--- src/rtl/auth_sequencial_pkg.sv ---
// Shared types and helpers for the sequential authentication block.
package auth_sequencial_pkg;

    typedef enum logic [2:0] {
        ST_COLLECT = 3'd0,
        ST_CHECK   = 3'd1,
        ST_GRANT   = 3'd2,
        ST_DENY    = 3'd3,
        ST_LOCK    = 3'd4
    } state_e;

    function automatic int max_int(input int a, input int b);
        return (a > b) ? a : b;
    endfunction

endpackage

--- src/rtl/auth_timer.sv ---
// Loadable down-counter shared by the grant-hold and lockout phases.
// Saturates at zero so it can never underflow.
module auth_timer #(
    parameter int W = 4
) (
    input  logic         clk,
    input  logic         rst_n,
    input  logic         load,
    input  logic [W-1:0] load_val,
    output logic [W-1:0] cnt,
    output logic         zero
);

    logic [W-1:0] cnt_q, cnt_d;

    always_comb begin
        cnt_d = cnt_q;
        if (load) begin
            cnt_d = load_val;
        end else if (cnt_q != '0) begin
            cnt_d = cnt_q - W'(1);
        end
    end

    // NOTE: sequential state uses non-blocking assignments so every register
    // samples the pre-edge values of its neighbours.
    always_ff @(posedge clk) begin
        if (!rst_n) begin
            cnt_q <= '0;
        end else begin
            cnt_q <= cnt_d;
        end
    end

    assign cnt  = cnt_q;
    assign zero = (cnt_q == '0);

endmodule

--- src/rtl/auth_sequencial.sv ---
// Sequential code-lock: collects DIGITS symbols, compares them against a static
// secret, then grants, denies or locks out based on the remaining attempt budget.
module auth_sequencial
    import auth_sequencial_pkg::*;
#(
    parameter int CODE_W      = 3,
    parameter int DIGITS      = 4,
    parameter int MAX_TRIES   = 3,
    parameter int HOLD_CYCLES = 8,
    parameter int LOCK_CYCLES = 16
) (
    input  logic                           clk,
    input  logic                           rst_n,
    input  logic [CODE_W-1:0]              sym_in,
    input  logic                           sym_valid,
    input  logic                           clear,
    input  logic [DIGITS*CODE_W-1:0]       secret,
    output logic                           granted,
    output logic                           denied,
    output logic                           locked,
    output logic [$clog2(DIGITS+1)-1:0]    digit_cnt,
    output logic [$clog2(MAX_TRIES+1)-1:0] tries_left
);

    localparam int CNT_W = $clog2(DIGITS + 1);
    localparam int TRY_W = $clog2(MAX_TRIES + 1);
    localparam int TMR_W = max_int($clog2(max_int(HOLD_CYCLES, LOCK_CYCLES)), 1);

    state_e             state_q, state_d;
    logic [CNT_W-1:0]   digit_cnt_q, digit_cnt_d;
    logic               flag_q, flag_d;
    logic [TRY_W-1:0]   tries_q, tries_d;
    logic               tmr_load;
    logic [TMR_W-1:0]   tmr_load_val;
    logic [TMR_W-1:0]   tmr_cnt;
    logic               tmr_zero;
    logic [CODE_W-1:0]  exp_sym;

    // Mux over legal digit indices only, so no slice can ever fall outside secret.
    always_comb begin
        exp_sym = '0;
        for (int i = 0; i < DIGITS; i++) begin
            if (digit_cnt_q == CNT_W'(i)) begin
                exp_sym = secret[i*CODE_W +: CODE_W];
            end
        end
    end

    // NOTE: every signal driven here gets a default first, so no path through
    // the case statement can infer a latch.
    always_comb begin
        state_d      = state_q;
        digit_cnt_d  = digit_cnt_q;
        flag_d       = flag_q;
        tries_d      = tries_q;
        tmr_load     = 1'b0;
        tmr_load_val = '0;

        case (state_q)
            ST_COLLECT: begin
                if (clear) begin
                    digit_cnt_d = '0;
                    flag_d      = 1'b0;
                end else if (sym_valid) begin
                    flag_d      = flag_q | (sym_in != exp_sym);
                    digit_cnt_d = digit_cnt_q + CNT_W'(1);
                    if (digit_cnt_q == CNT_W'(DIGITS - 1)) begin
                        state_d = ST_CHECK;
                    end
                end
            end

            ST_CHECK: begin
                digit_cnt_d = '0;
                flag_d      = 1'b0;
                if (!flag_q) begin
                    state_d      = ST_GRANT;
                    tries_d      = TRY_W'(MAX_TRIES);
                    tmr_load     = 1'b1;
                    tmr_load_val = TMR_W'(HOLD_CYCLES - 1);
                end else if (tries_q > TRY_W'(1)) begin
                    state_d = ST_DENY;
                    tries_d = tries_q - TRY_W'(1);
                end else begin
                    state_d      = ST_LOCK;
                    tries_d      = '0;
                    tmr_load     = 1'b1;
                    tmr_load_val = TMR_W'(LOCK_CYCLES - 1);
                end
            end

            ST_GRANT: begin
                if (clear || tmr_zero) begin
                    state_d = ST_COLLECT;
                end
            end

            ST_DENY: begin
                state_d = ST_COLLECT;
            end

            ST_LOCK: begin
                if (tmr_zero) begin
                    state_d = ST_COLLECT;
                    tries_d = TRY_W'(MAX_TRIES);
                end
            end

            default: begin
                state_d = ST_COLLECT;
            end
        endcase
    end

    always_ff @(posedge clk) begin
        if (!rst_n) begin
            state_q     <= ST_COLLECT;
            digit_cnt_q <= '0;
            flag_q      <= 1'b0;
            tries_q     <= TRY_W'(MAX_TRIES);
        end else begin
            state_q     <= state_d;
            digit_cnt_q <= digit_cnt_d;
            flag_q      <= flag_d;
            tries_q     <= tries_d;
        end
    end

    auth_timer #(
        .W(TMR_W)
    ) u_timer (
        .clk      (clk),
        .rst_n    (rst_n),
        .load     (tmr_load),
        .load_val (tmr_load_val),
        .cnt      (tmr_cnt),
        .zero     (tmr_zero)
    );

    assign granted    = (state_q == ST_GRANT);
    assign denied     = (state_q == ST_DENY);
    assign locked     = (state_q == ST_LOCK);
    assign digit_cnt  = digit_cnt_q;
    assign tries_left = tries_q;

endmodule

--- config.mk ---
export PLATFORM = sky130hd
export DESIGN_NAME = auth_sequencial
export DESIGN_NICKNAME = d
export VERILOG_FILES = /design/src/rtl/auth_sequencial_pkg.sv /design/src/rtl/auth_timer.sv /design/src/rtl/auth_sequencial.sv
export SDC_FILE = /design/constraint.sdc
export NUM_CORES = 1
export LEC_CHECK = 0
export CELL_PAD_IN_SITES_DETAIL_PLACEMENT = 0
export CELL_PAD_IN_SITES_GLOBAL_PLACEMENT = 2
export CORE_ASPECT_RATIO = 1.4
export CORE_UTILIZATION = 27
export DETAILED_ROUTE_END_ITERATION = 16
export PLACE_DENSITY_LB_ADDON = 0.1
export SLEW_MARGIN = 20
export SYNTH_ARGS = -nofsm -noshare
export SYNTH_HDL_FRONTEND = slang
export SYNTH_SLANG_ARGS = --single-unit
--- constraint.sdc ---
create_clock -name clk -period 2.6 [get_ports clk]
set_input_delay 0.52 -clock clk [delete_from_list [all_inputs] [get_ports clk]]
set_output_delay 0.52 -clock clk [all_outputs]
set_load 0.05 [all_outputs]
==> results of run 1 <==
## report_power, final
group          switching (W)  internal, W  total (W)
combinational       0.000119     0.000124   0.000242
clock              0.0000790     0.000106   0.000185
sequential         0.0000237     0.000226   0.000250
total               0.000221     0.000456   0.000677
## sequential cells by signal, indices dropped and copies added (netlist names)
name,cells
u_timer.cnt,4
tries_left,2
digit_cnt,3
state_q,3
flag_q,1
## cell type report
cell class | instances | area [um^2] | share of cell area (%)
repair buffers | 27 | 268 | 21.8
clock inverters | 1 | 5.00 | 0.407
inverters | 11 | 41.3 | 3.36
clock buffers | 3 | 41.3 | 3.36
flip-flops and latches | 13 | 260 | 21.2
well taps | 39 | 48.8 | 3.97
multi-input cells | 85 | 564 | 45.9
## per-layer routing
metal / vias to the layer above / GRT usage, % / share of wire (%)
met3: 4 / 2.87 / 4.8
met4: 0 / 6.67 / 1.3
met2: 25 / 26.6 / 52
li1: 457 / - / -
met5: - / 0 / 0
met1: 401 / 14.7 / 42
## worst min-delay path by stage
| stage | start | cells past startpoint | slack (ns) | end |
|---|---|---|---|---|
| after floorplan | state_q[1] | 2 | 0.52 | state_q[1] |
| after global placement | state_q[1] | 2 | 0.55 | state_q[1] |
| after detailed placement | state_q[1] | 2 | 0.56 | state_q[1] |
| after CTS | state_q[1] | 2 | 0.58 | state_q[1] |
| after global routing | tries_left[1] | 1 | 0.62 | tries_left[1] |
| final | tries_left[1] | 1 | 0.57 | tries_left[1] |
## metrics by stage
step	instance area [um^2]	hold WS [ns]	util [%]	worst slack, ns	total power (W)
after detailed placement	1180	0.561	38.2	0.492	0.000502
after CTS	1230	0.576	39.7	0.256	0.000688
after global routing	1230	0.619	39.7	0.174	0.000736
after floorplan	870	0.525	-	0.497	0.000426
final	1230	0.569	39.7	0.243	0.000677
after global placement	1180	0.546	38.2	0.541	0.000502
## synthesized netlist by cell type, drive strengths merged (3+ instances only)
library cell	instances
dfxtp	13
nand2	8
and2	3
nor2b	3
nor3	3
nor2	12
ha	6
nand2b	4
inv	11
a221oi	3
mux2i	3
a211oi	3
a21oi	4
o21ai	9
## worst register-to-register path, cell delays in order (launching register included)
cell and delay [ns]:
dfxtp_1 0.39, inv_1 0.08, ha_1 0.23, nor2b_2 0.16
a221oi_1 0.13, or4_1 0.49, a31o_1 0.22, a31oi_1 0.12
## cells by family (layout without fill, tap and decap cells)
kind of cell	count (synthesis)	in the layout	synth area share, %
fa+ha+maj	6	6	8.63
buf+inv	12	42	5.18
xor+xnor	3	3	3.02
flops	13	13	29.9
compound gates	34	34	27.5
simple gates	39	39	22.3
mux	3	3	3.45
==> metrics.md, run 1 <==
| Metric | Value |
|---|---|
| Status | `finished, final reports clean` |
| Crit path DAT | `1.84 ns` |
| Prevailing post-synth register cell | `dfxtp_1` |
| Root Buffer | `clkbuf_8` |
| Fin crit period | `2.36 ns` |
| Crit Reg-Reg Startpoint | `digit_cnt[1]` |
| GP Congestion | `0.807` |
| Diodes inserted | `0` |
| DRC viols | `0` |
| Commonest non-fill, non-tap cell in the layout | `clkdlybuf4s50_1` |
| Cts hold-fix bufs | `0` |
| CTS tree | `yes` |
| Hpwl dp | `1.80 mm` |
| Clock slew at reported path FFs | `0.06 ns` |
| Post-CTS sizing | `0` |
| Fillers | `322` |
| # rows | `24` |
| Async set or reset register ratio after synthesis | `0%` |
| Die width | `50.0 um` |
| Post-CTS setup buffer count | `0` |
| Mapped Nets | `135` |
| Leakage | `0.505 nW` |
| Share of post-route cells with drive strength above 1 | `5.00%` |
| Vias per std cell | `4.96` |
| Mean Syn Cell Area | `7.91 um^2` |
| Core ar. | `3090 um^2` |
| TNS Setup | `0 ns` |
| Crit-path slowest cell | `clkdlybuf4s50_1` |
| Vias | `887` |
| FMAX | `0.424 GHz` |
| Cell Area, Synth | `870 um^2` |
| Tcrit/Tclk final | `90.7%` |
| Placed cell count | `175` |
| Vias in the first global route | `884` |
| Antenna-violating nets left | `0` |
| Hold Crit Class | `reg -> reg` |
| Critical Path Sink Type | `output pin` |
| Reg2Reg Depth | `7` |
| Max Root-Sink Buffers | `2` |
| Number of clock sinks | `13` |
| Number of synthesized flops with an enable pin | `0` |
| Critical-path cell list | `nand2b_1 -> nand2b_1 -> inv_1 -> clkdlybuf4s50_1` |
| Maximum vdd ir drop | `0.372 mV` |
| R2R Path End | `flag_q` |
| Post-Route WL | `2.31 mm` |
| Worst setup path category | `reg -> out` |
| Top cells by area, synth | `dfxtp_1 (30%), ha_1 (8.6%), nor2_1 (5.2%), inv_1 (4.7%), o21ai_0 (4.6%)` |
| Startpoint Class | `flip-flop` |
| Worst slew margin | `63.2%` |
| Buf/Inv on CP | `2` |
| Initial Util | `28.1%` |
| Post-synth top area share | `29.9%` |
| Most frequent cell on the critical path | `nand2b_1` |
| Yosys cell types | `36` |
| Htree depth | `1` |
| RSZ-0062 raised after global routing | `false` |
| Worst path required time | `2.08 ns` |
| CTS buffer count | `3` |
| Most frequent cells in the layout | `clkdlybuf4s50_1 (26), dfxtp_1 (13), nor2_1 (12)` |
| First-pass GRT wire length | `3.82 mm` |
| Overall Global Routing Usage | `14.3%` |
| Crit-path max FO | `5` |
| Worst setup path start | `state_q[1]` |
| Slew Limit Fails | `0` |
| Seq cells post-synth | `13` |
| Critical Path Stages | `4` |
| Gate Count Post-Synth | `110` |
| PwrDens | `551 nW/um^2` |
| # IOs | `27` |
| Final Skew | `0.00171 ns` |
| Pre-antenna DRT Iters | `4` |
| Initial DRC count | `21` |
| Max cap viols | `0` |
| Area delta synth->final | `41.3%` |
| Fin cells | `179` |
| Antenna violations before repair | `0` |
| Skew-Pair Late Insertion Delay | `0.25 ns` |
| Synth area leader | `dfxtp_1` |
| Global route total overflow | `0` |
| Pin count of the biggest net entering global routing | `10` |
| CP top delay family | `buffers and inverters` |
| Per-cell routed wire length | `12.9 um` |
| Final hold violations | `0` |
| R2R setup slack | `0.70 ns` |
| PortBufs | `26` |
| Post-synthesis sequential area ratio | `29.9%` |
| Die Y | `69.2 um` |
| CP endpoint | `locked` |
| Worst Tran Pin Value | `0.548 ns` |
| Max stage delay on crit path | `0.80 ns` |
| Synth warn | `0` |
| Final Net Count | `166` |
| Final setup viols | `0` |
| Die area | `3460 um^2` |
Note: power is estimated with default switching activity, not from simulation.
==> run 2, diff against run 1 <==
--- a/config.mk
+++ b/config.mk
@@ -5,12 +5,14 @@
 export SDC_FILE = /design/constraint.sdc
 export NUM_CORES = 1
 export LEC_CHECK = 0
+export ABC_AREA = 1
 export CELL_PAD_IN_SITES_DETAIL_PLACEMENT = 0
 export CELL_PAD_IN_SITES_GLOBAL_PLACEMENT = 2
 export CORE_ASPECT_RATIO = 1.4
-export CORE_UTILIZATION = 27
+export CORE_UTILIZATION = 21
 export DETAILED_ROUTE_END_ITERATION = 16
 export PLACE_DENSITY_LB_ADDON = 0.1
+export RECOVER_POWER = 100
 export SLEW_MARGIN = 20
 export SYNTH_ARGS = -nofsm -noshare
 export SYNTH_HDL_FRONTEND = slang
==> constraint.sdc (replaced) <==
create_clock -name clk -period 2.01 [get_ports clk]
set_input_delay 0.402 -clock clk [delete_from_list [all_inputs] [get_ports clk]]
set_output_delay 0.402 -clock clk [all_outputs]
set_load 0.05 [all_outputs]
==> metrics.md, run 2 <==
| Metric | Value |
|---|---|
| Per-cell routed wire length | `11.6 um` |
| TNS Setup | `0 ns` |
| Top-count cell post-synth | `nand2_1` |
| Vias per std cell | `4.41` |
| # rows | `28` |
| Maximum vdd ir drop | `0.535 mV` |
| Max stage delay on crit path | `0.84 ns` |
| Startpoint Class | `flip-flop` |
| Multi-input logic area | `513 um^2` |
| Final hold violations | `0` |
| Overall Global Routing Usage | `12.0%` |
| Critical-path cell list | `clkdlybuf4s50_1` |
| Number of synthesized flops with an enable pin | `0` |
| Initial Util | `21.8%` |
| Commonest cells post-synth | `nand2_1 (34), inv_1 (23), a21oi_1 (13), dfxtp_1 (13)` |
| Crit path DAT | `1.51 ns` |
| PwrDens | `728 nW/um^2` |
| P_int | `0.000597 W` |
| Cts hold-fix bufs | `0` |
| Top cells by area, synth | `dfxtp_1 (28%), nand2_1 (14%), inv_1 (9.4%), ha_1 (8.2%), a21oi_1 (7.1%)` |
| Die area | `4630 um^2` |
| Post-synthesis sequential area ratio | `28.4%` |
| Antenna-violating nets left | `0` |
| Worst setup path category | `reg -> out` |
| Final setup margin | `0.102 ns` |
| Clock slew at reported path FFs | `0.05 ns` |
| Core ar. | `4200 um^2` |
| Worst path required time | `1.61 ns` |
| Post-CTS setup buffer count | `0` |
| Fin crit period | `1.91 ns` |
| DRC viols | `2` |
| Skew-Pair Late Insertion Delay | `0.24 ns` |
| Slew Limit Fails | `0` |
| Share of post-route cells with drive strength above 1 | `8.57%` |
| RSZ-0062 raised after global routing | `false` |
| Crit-path slowest cell | `clkdlybuf4s50_1` |
| Htree depth | `1` |
| Critical Path Sink Type | `output pin` |
| # IOs | `27` |
| First-pass GRT wire length | `4.24 mm` |
| Combinational power share | `39.4%` |
| Hold Crit Class | `reg -> reg` |
| Diodes inserted | `0` |
| CTS tree | `yes` |
| Final setup viols | `0` |
| Most frequent cells in the layout | `nand2_1 (35), inv_1 (24), clkdlybuf4s50_1 (20)` |
| Max Root-Sink Buffers | `2` |
| Async set or reset register ratio after synthesis | `0%` |
| Global route total overflow | `0` |
| Worst slew margin | `61.3%` |
| Hpwl dp | `2.06 mm` |
| Max reg flops | `4` |
| Pin count of the biggest net entering global routing | `9` |
| Cell area after layout | `1290 um^2` |
| Vias in the first global route | `962` |
| Number of clock sinks | `13` |
| Placed Area | `1290 um^2` |
| Final Core Density | `30.7%` |
| Buf/Inv on CP | `1` |
| Die width | `57.8 um` |
| Failing checks | `design-rule violations` |
| Status | `finished, violations left` |
| Clock Power Share | `25.1%` |
| Initial DRC count | `39` |
| FMAX | `0.524 GHz` |
| Vias | `970` |
| Prevailing post-synth register cell | `dfxtp_1` |
| Tot Pwr | `0.000939 W` |
| Antenna violations before repair | `0` |
| Synth warn | `0` |
| CP top delay family | `buffers and inverters` |
| Max cap viols | `0` |
| Mean Syn Cell Area | `6.45 um^2` |
| Cell Area, Synth | `916 um^2` |
| Area delta synth->final | `40.8%` |
| Post-synth top area share | `28.4%` |
| GP Congestion | `0.717` |
| Crit-path max FO | `6` |
| Synth area leader | `dfxtp_1` |
| Die Y | `80.1 um` |
| Fillers | `483` |
| CTS buffer count | `3` |
| Final Skew | `0.00255 ns` |
| Seq cells post-synth | `13` |
| PortBufs | `26` |
| Pre-CTS setup slack | `0.262 ns` |
| Mapped Nets | `167` |
| Switching Share | `36.4%` |
| Leakage | `0.580 nW` |
| Psw | `0.000342 W` |
| Post-CTS sizing | `0` |
| Root Buffer | `clkbuf_8` |
| Gate Count Post-Synth | `142` |
| Commonest non-fill, non-tap cell in the layout | `nand2_1` |
| Tcrit/Tclk final | `94.9%` |
| Register area | `260 um^2` |
| Sequential power share | `35.5%` |
| Final Net Count | `201` |
| Worst Tran Pin Value | `0.577 ns` |
| Yosys cell types | `22` |
| Post-Route WL | `2.54 mm` |
| Pre-antenna DRT Iters | `12` |
## run 2: cell count changes in the layout (fill, tap and decap cells not counted), sizes merged, moves of 4 or more
cell           previous run  this run
a21oi                     4        13
buf                       1         6
clkdlybuf4s50            26        20
inv                      11        26
nand2                     8        36
nand2b                    4         0
nand3                     2        11
## run 2: cells by family (layout without fill, tap and decap cells)
logic type / Yosys count / in the layout / synth area share, %
AO/OA/AOI/OAI: 26 / 26 / 15.7
flip-flops: 13 / 13 / 28.4
adder cells (fa/ha/maj): 6 / 6 / 8.20
buffers and inverters: 29 / 62 / 11.9
AND/OR/NAND/NOR: 68 / 68 / 35.8
## run 2: area by class of cell
cell class                      count  share of cell area, %
Sequential cell                    13                   20.2
Timing Repair Buffer               29                   23.8
Clock buffer                        4                   3.49
Multi-Input combinational cell    100                   39.8
Tap cell                           45                   4.36
Inverter                           29                   8.44
## run 2: worst min-delay path: stages, from the launching register on
cell	delay, ns
dfxtp_1	0.32
nand2_1	0.07
a21oi_1	0.05
## run 2: metrics by stage
stage | std cells | hold WS (ns)
4_1_cts | 220 | 0.487
6_report | 220 | 0.490
3_3_place_gp | 216 | 0.475
2_1_floorplan | 142 | 0.457
5_1_grt | 220 | 0.498
3_5_place_dp | 216 | 0.478
## run 2: per-layer routing
metal / share of wire (%) / global-route usage, % / up-vias
li1: - / - / 520
met1: 42 / 13.7 / 424
met2: 52 / 21.7 / 21
met3: 4.2 / 1.61 / 5
met4: 1.8 / 5.00 / 0
met5: 0 / 0 / -
## run 2: power groups by stage
stage	sequential [W]	combinational, W	clock (W)
CTS	0.000334	0.000385	0.000245
floorplan	0.000345	0.000253	0
finish	0.000333	0.000370	0.000236
global placement	0.000338	0.000380	0
detailed placement	0.000339	0.000383	0
global route	0.000339	0.000438	0.000260
## run 2: worst paths after layout
| check | from | to | slack, ns | cells past startpoint |
|---|---|---|---|---|
| hold / removal | flag_q | flag_q | 0.49 | 2 |
| setup reg to reg | state_q[0] | digit_cnt[1] | 0.29 | 8 |
| setup / recovery | tries_left[1] | tries_left[1] | 0.10 | 1 |
| hold reg to reg | flag_q | flag_q | 0.49 | 2 |
==> run 3, diff against run 2 <==
--- a/config.mk
+++ b/config.mk
@@ -8,7 +8,6 @@
 export ABC_AREA = 1
 export CELL_PAD_IN_SITES_DETAIL_PLACEMENT = 0
 export CELL_PAD_IN_SITES_GLOBAL_PLACEMENT = 2
-export CORE_ASPECT_RATIO = 1.4
 export CORE_UTILIZATION = 21
 export DETAILED_ROUTE_END_ITERATION = 16
 export PLACE_DENSITY_LB_ADDON = 0.1
==> metrics.md, run 3 (synthesized netlist as in run 2, its figures left out) <==
| Metric | Value |
|---|---|
| First-pass GRT wire length | `4.13 mm` |
| Post-Route WL | `2.40 mm` |
| Leakage | `0.574 nW` |
| Post-CTS setup buffer count | `0` |
| Antenna violations before repair | `0` |
| Area delta synth->final | `41.7%` |
| Pin count of the biggest net entering global routing | `9` |
| Max Root-Sink Buffers | `2` |
| Per-cell routed wire length | `10.7 um` |
| Max cap viols | `0` |
| Number of clock sinks | `13` |
| Max stage delay on crit path | `0.84 ns` |
| R2R setup slack | `0.36 ns` |
| Worst Tran Pin Value | `0.603 ns` |
| Post-CTS sizing | `0` |
| Root Buffer | `clkbuf_8` |
| Final hold violations | `0` |
| Global route total overflow | `0` |
| Final Net Count | `200` |
| Crit-path slowest cell | `clkdlybuf4s50_1` |
| GP Congestion | `0.733` |
| Overall Global Routing Usage | `12.1%` |
| Hold Crit Class | `reg -> reg` |
| Min-delay src | `flag_q` |
| Fin crit period | `1.90 ns` |
| # rows | `23` |
| Commonest non-fill, non-tap cell in the layout | `nand2_1` |
| Die width | `68.0 um` |
| Antenna-violating nets left | `0` |
| CTS buffer count | `3` |
| CP endpoint | `tries_left[1]` |
| Slew Limit Fails | `0` |
| Status | `finished, final reports clean` |
| Initial Util | `22.4%` |
| Critical Path Stages | `1` |
| Max reg flops | `4` |
| Share of post-route cells with drive strength above 1 | `9.77%` |
| Pre-CTS setup slack | `0.315 ns` |
| Crit-path max FO | `6` |
| CTS tree | `yes` |
| Worst slew margin | `60.0%` |
| Worst setup path category | `reg -> out` |
| Vias in the first global route | `882` |
| Pre-antenna DRT Iters | `4` |
| Hpwl dp | `1.94 mm` |
| Cts hold-fix bufs | `0` |
| Initial DRC count | `53` |
| Final Skew | `0.00601 ns` |
| Most frequent cells in the layout | `nand2_1 (35), inv_1 (23), clkdlybuf4s50_1 (20)` |
| Diodes inserted | `0` |
| Die area | `4630 um^2` |
| Vias | `938` |
| Core ar. | `4090 um^2` |
| Crit path DAT | `1.50 ns` |
| Critical Path Sink Type | `output pin` |
| Buf/Inv on CP | `1` |
| Final setup margin | `0.109 ns` |
| Crit Reg-Reg Startpoint | `digit_cnt[0]` |
| Fin cells | `224` |
| Skew-Pair Late Insertion Delay | `0.24 ns` |
| Worst setup path start | `tries_left[1]` |
| Reg2Reg Depth | `14` |
| Startpoint Class | `flip-flop` |
| Die Y | `68.0 um` |
| Clock slew at reported path FFs | `0.06 ns` |
| Critical-path cell list | `clkdlybuf4s50_1` |
| CP top delay family | `buffers and inverters` |
| TNS Setup | `0 ns` |
| Maximum vdd ir drop | `0.508 mV` |
| DRC viols | `0` |
| Htree depth | `1` |
| Vias per std cell | `4.19` |
| R2R Path End | `flag_q` |
| # IOs | `27` |
| Tcrit/Tclk final | `94.6%` |
| PortBufs | `26` |
| Placed cell count | `220` |
| Final setup viols | `0` |
| PwrDens | `723 nW/um^2` |
| RSZ-0062 raised after global routing | `false` |
| Worst path required time | `1.61 ns` |
| FMAX | `0.526 GHz` |
## run 3: cell count changes in the layout (fill, tap and decap cells not counted), sizes merged
cell    change
buf         -1
clkinv      -1
inv         +1
## run 3: worst min-delay path by stage
stage / end / slack (ns) / cells past startpoint
CTS: flag_q / 0.50 / 2
global placement: flag_q / 0.48 / 2
finish: flag_q / 0.49 / 2
floorplan: flag_q / 0.46 / 2
global route: flag_q / 0.52 / 2
detailed placement: flag_q / 0.49 / 2
## run 3: area by class of cell
cell class	count	area (um^2)
Fill cell	463	2790
Inverter	29	109
Tap cell	50	62.6
Multi-Input combinational cell	100	522
Sequential cell	13	260
Clock buffer	4	45.0
Timing Repair Buffer	28	299
## run 3: per-stage QoR
stage	cell area, um^2	util (%)	hold WS (ns)	total power [W]
2_1_floorplan	926	-	0.457	0.000598
3_3_place_gp	1290	31.6	0.479	0.000716
3_5_place_dp	1290	31.6	0.486	0.000717
4_1_cts	1340	32.7	0.496	0.000960
5_1_grt	1300	31.8	0.518	0.00104
6_report	1300	31.8	0.490	0.000938
## run 3: routing by layer
layer / vias up / GRT usage, % / routed length (um)
met1: 403 / 17.5 / 1300
met5: - / 0 / 0
met2: 18 / 17.6 / 993
li1: 515 / - / -
met4: 0 / 3.13 / 13
met3: 2 / 3.00 / 93
## run 3: report_power, final
group | internal, W | total (W) | switching, W
sequential | 0.000302 | 0.000333 | 0.0000310
clock | 0.000140 | 0.000233 | 0.0000928
combinational | 0.000153 | 0.000373 | 0.000220
total | 0.000595 | 0.000938 | 0.000343
==> RTL edit 1, RTL diff (flow settings as in run 1) <==
The parameter `CODE_W` goes from 3 to 6.
--- a/src/rtl/auth_sequencial.sv
+++ b/src/rtl/auth_sequencial.sv
@@ -5,3 +5,3 @@
 #(
-    parameter int CODE_W      = 3,
+    parameter int CODE_W      = 6,
     parameter int DIGITS      = 4,
Interface: changed (resized secret and sym_in); port bits go from 27 to 42. No check against the original RTL was run, so the function may have changed too.
==> RTL edit 1 against run 1 <==
  * The run now ends with DRC left
  * Fmax is essentially flat
  * Critical path depth shrank 1
  * Global-route usage grew 0.085 points
  * First-iteration DRC count grew 71%
  * Non-clock buffer count grew 15
  * Register-to-register slack lost 210 ps
  * Worst setup slack is essentially flat
  * Cell area grew 32%
  * Worst hold slack lost 53 ps
  * Wire length grew 43%
  * Sequential cell count is the same
  * Via count grew 40%
  * Synthesized area grew 34%
  * Power grew 4.4%
==> RTL edit 1: results (changes against run 1) <==
[run_status]
outcome = finished with violations  ; was completed
violations = DRC

[finish]
seq_area_share_pct = 16.1  ; was 21.2%
num-fill-cells = 453  ; was 322
drive_gt1_share_pct = 7.33  ; was 5.00%
clockNetworkAreaShare_pct = 2.86  ; was 3.77%
inverters = 11  ; unchanged
n_antenna_cell = 0  ; unchanged
num-multi-input-gates = 121  ; was 85
largest_register_ffs = 4  ; unchanged
nNonClkBuffers = 42  ; was 27
postLayoutCoreUtil_pct = 40.3  ; was 39.7%
buffer_area_share_pct = 25.8  ; was 21.8%

[sta]
fin_crit_ps = 2360  ; about the same
tightest_slew_ps = 498  ; was 548 ps
fin_worst_skew_ps = 6.81  ; was 1.71 ps

[power_and_ir_drop]
p_sw_mw = 0.233  ; was 0.221 mW
p_leak_nw = 0.632  ; was 0.505 nW
seq_power_mw = 0.244  ; was 0.250 mW
clkPwrFrac_pct = 25.4  ; was 27.3%
power.sequential.fraction_pct = 34.5  ; was 36.9%
vdd_ir_drop_max_mv = 0.351  ; was 0.372 mV

[routing]
drtPass1Iterations = 10  ; was 4
wire_per_inst_um = 14.1  ; was 12.9 um
vias = 1238  ; was 887
met1_length_um = 1410  ; was 959 um
routed_via_density = 5.29  ; was 4.96
drt_drc_violations_left = 5  ; was 0

[worst_setup_path]
crit_path_end = denied  ; was locked
regToRegSetupSlack_ps = 490  ; was 700 ps
crit_path_max_fanout = 9  ; was 5
crit_start = state_q[0]  ; was state_q[1]
reg2reg_from = digit_cnt[0]  ; was digit_cnt[1]
rr_worst_depth = 8  ; was 7
max_stage_delay_ps = 830  ; was 800 ps

[placed_design]
gp_congestion = 0.750  ; was 0.807
dp_cells = 230  ; was 175
detailed_place.area_mm2 = 0.00157  ; was 0.00118 mm^2
dp_hpwl_um = 2630  ; was 1800 um
dpl_worst_slack_ps = 428  ; was 492 ps

[synth]
synthTopCellsByCount = 14 x a21oi_1, 13 x dfxtp_1, 13 x o21ai_0  ; was 13 x dfxtp_1, 12 x nor2_1, 11 x inv_1
syn-num-nets = 190  ; was 135
synthDistinctLibCells = 43  ; was 36
synth-xor-area-share_pct = 3.76  ; was 3.02%
synthMuxAreaShare_pct = 0.858  ; was 3.45%
synth_fa_ha_area_share_pct = 6.44  ; was 8.63%
synth_compound_area_share_pct = 27.8  ; was 27.5%
ys_top_cells_by_area = dfxtp_1 22%, ha_1 6.4%, a21oi_1 6.0%  ; was dfxtp_1 30%, ha_1 8.6%, nor2_1 5.2%
yosysSeqAreaShare_pct = 22.3  ; was 29.9%
ys_seq_elements = 13  ; unchanged
syn_inst = 150  ; was 110

[global_route]
grt_use_met3_pct = 1.30  ; was 2.87%
grt_use_met2_pct = 28.1  ; was 26.6%
grt_max_degree = 15  ; was 10
grt_first_pass_wirelength_um = 5290  ; was 3820 um
grt_use_met1_pct = 16.2  ; was 14.7%
grt_usage_pct = 14.4  ; was 14.3%

[min_path]
min_path_type = flip-flop to flip-flop  ; unchanged

[clocking]
clk_pin_slew_ps = 50

-- RTL edit 1: worst max-delay path: cells and delay by family (launching register included) --
| kind | cells | cell delay [ps] |
|---|---|---|
| buffers and inverters | 2 | 940 |
| flip-flops | 1 | 460 |
| AND/OR/NAND/NOR | 1 | 200 |
-- RTL edit 1: kinds of logic (layout without fill, tap and decap cells) --
family	after synthesis	after routing
compound gates	48	48
simple gates	61	61
xor+xnor	5	5
fa+ha+maj	6	6
flops	13	13
mux	1	1
buf+inv	16	57
-- RTL edit 1: how the worst min path moves through the flow --
stage | start | endpoint | slack [ps] | depth (start not counted)
finish | digit_cnt[1] | digit_cnt[1] | 520 | 2
global route | digit_cnt[1] | digit_cnt[1] | 550 | 2
CTS | digit_cnt[1] | digit_cnt[1] | 520 | 2
detailed placement | digit_cnt[1] | digit_cnt[1] | 520 | 2
global placement | digit_cnt[1] | digit_cnt[1] | 500 | 2
floorplan | flag_q | state_q[0] | 500 | 2
==> RTL edit 2, RTL diff (settings of run 1) <==
Made on the original files. Register the output `digit_cnt` once more, cleared by the reset; this adds one clock of latency there. The other outputs are not delayed to match.
--- a/src/rtl/auth_sequencial.sv
+++ b/src/rtl/auth_sequencial.sv
@@ -142,3 +142,9 @@
     assign locked     = (state_q == ST_LOCK);
-    assign digit_cnt  = digit_cnt_q;
+    always_ff @(posedge clk) begin
+        if (!rst_n) begin
+            digit_cnt <= '0;
+        end else begin
+            digit_cnt <= digit_cnt_q;
+        end
+    end
     assign tries_left = tries_q;
Formal check against the unedited RTL: not equivalent (a bounded check fails within 4 cycles, from zero or initial values and one cycle with rst_n low).
==> RTL edit 2 against run 1 <==
  * Power grew 8.3%
  * Sequential cell count grew 3
  * Count of clock-buffer cells in the layout grew 1
  * Clock power grew 18%
  * Cell area grew 10%
  * Worst setup slack lost 90 ps
  * Synthesized area grew 16%
  * Wire length grew 4.1%
  * Critical path type unchanged
  * Largest cell class unchanged
  * Highest routed layer unchanged
==> RTL edit 2: results (changes against run 1) <==
[run_status]
outcome = completed  ; unchanged

[power_and_ir_drop]
clkPwrFrac_pct = 29.8  ; was 27.3%
p_sw_mw = 0.210  ; was 0.221 mW
seq_power_mw = 0.295  ; was 0.250 mW
vdd_ir_drop_max_mv = 0.276  ; was 0.372 mV
p_leak_nw = 0.528  ; was 0.505 nW

[worst_setup_path]
regToRegSetupSlack_ps = 620  ; was 700 ps
reg2reg_from = digit_cnt_q[2]  ; was digit_cnt[1]
rr_worst_depth = 5  ; was 7
crit_path_max_fanout = 8  ; was 5

[placed_design]
dp_hpwl_um = 1870  ; was 1800 um
detailed_place.area_mm2 = 0.00130  ; was 0.00118 mm^2
gp_congestion = 0.763  ; was 0.807
dp_cells = 181  ; was 175
dpl_worst_slack_ps = 430  ; was 492 ps

[finish]
num-fill-cells = 369  ; was 322
largest_register_ffs = 4  ; unchanged
drive_gt1_share_pct = 5.52  ; was 5.00%
final_nets = 171  ; was 166

[global_route]
grt_first_pass_wirelength_um = 3920  ; was 3820 um
grt_max_degree = 17  ; was 10
grt_pass1_vias = 906  ; was 884

[sta]
slew_headroom_pct = 66.6  ; was 63.2%
hold_ws_ps = 518  ; was 569 ps
fin_worst_skew_ps = 3.00  ; was 1.71 ps

[synth]
synthDistinctLibCells = 42  ; was 36
syn_inst = 118  ; was 110
synthTopCellsByCount = 16 x dfxtp_1, 10 x nand2_1, 8 x o21ai_0  ; was 13 x dfxtp_1, 12 x nor2_1, 11 x inv_1
yosysSeqAreaShare_pct = 31.8  ; was 29.9%
ys_top_cells_by_area = dfxtp_1 32%, ha_1 7.5%, and2_1 4.4%  ; was dfxtp_1 30%, ha_1 8.6%, nor2_1 5.2%
syn-num-nets = 143  ; was 135

[routing]
wire_per_inst_um = 13.0  ; was 12.9 um
vias = 910  ; was 887
wirelength_um = 2410  ; was 2310 um
drtIter0Drc = 15  ; was 21

[min_path]
hp-start = digit_cnt_q[1]  ; was tries_left[1]
hold-path-cell-count = 2  ; was 1

## RTL edit 2: worst max-delay path by stage
stage                           from      end  slack (ps)  cells after the start
after floorplan           state_q[1]  granted         420                      2
after global placement    state_q[0]   denied         450                      3
after detailed placement  state_q[0]   denied         430                      3
after CTS                 state_q[0]   denied         150                      3
after global routing      state_q[0]   denied          50                      3
final                     state_q[0]   denied         150                      3
## RTL edit 2: worst reg2reg max path, stage by stage (launching register included)
cell,delay (ps)
dfxtp_1,490
inv_1,80
ha_1,330
o311a_1,370
a2111oi_0,400
a41oi_1,170
## RTL edit 2: kinds of logic (layout without fill, tap and decap cells)
family | count (synthesis) | after routing | synth area share (%)
AOI/OAI and AO/OA | 33 | 33 | 24.3
xor gates and xnor gates | 4 | 4 | 3.48
adders and majority gates | 6 | 6 | 7.46
buffers and inverters | 11 | 38 | 5.10
DFF | 16 | 16 | 31.8
muxes | 2 | 2 | 1.99
and+or+nand+nor | 46 | 46 | 25.9
## RTL edit 2: metrics by stage
stage / utilization, % / power, mW
2_1_floorplan: - / 0.463
3_3_place_gp: 37.4 / 0.521
3_5_place_dp: 37.4 / 0.525
4_1_cts: 39.0 / 0.752
5_1_grt: 39.0 / 0.791
6_report: 39.0 / 0.734
## RTL edit 2: final cells by class
class	count	area (um^2)	area share (%)
Inverter	7	26.3	1.94
Sequential cell	16	320	23.7
Multi-Input combinational cell	91	634	46.9
Clock buffer	4	55.1	4.07
Tap cell	40	50.0	3.70
Timing Repair Buffer	27	268	19.8
## RTL edit 2: per-layer routing
metal  vias up  GRT usage (%)  wire length (um)
li1        482              -                 -
met1       401           14.7              1070
met2        25           25.6              1220
met3         2           2.45                97
met4         0           4.39                17
met5         -              0                 0
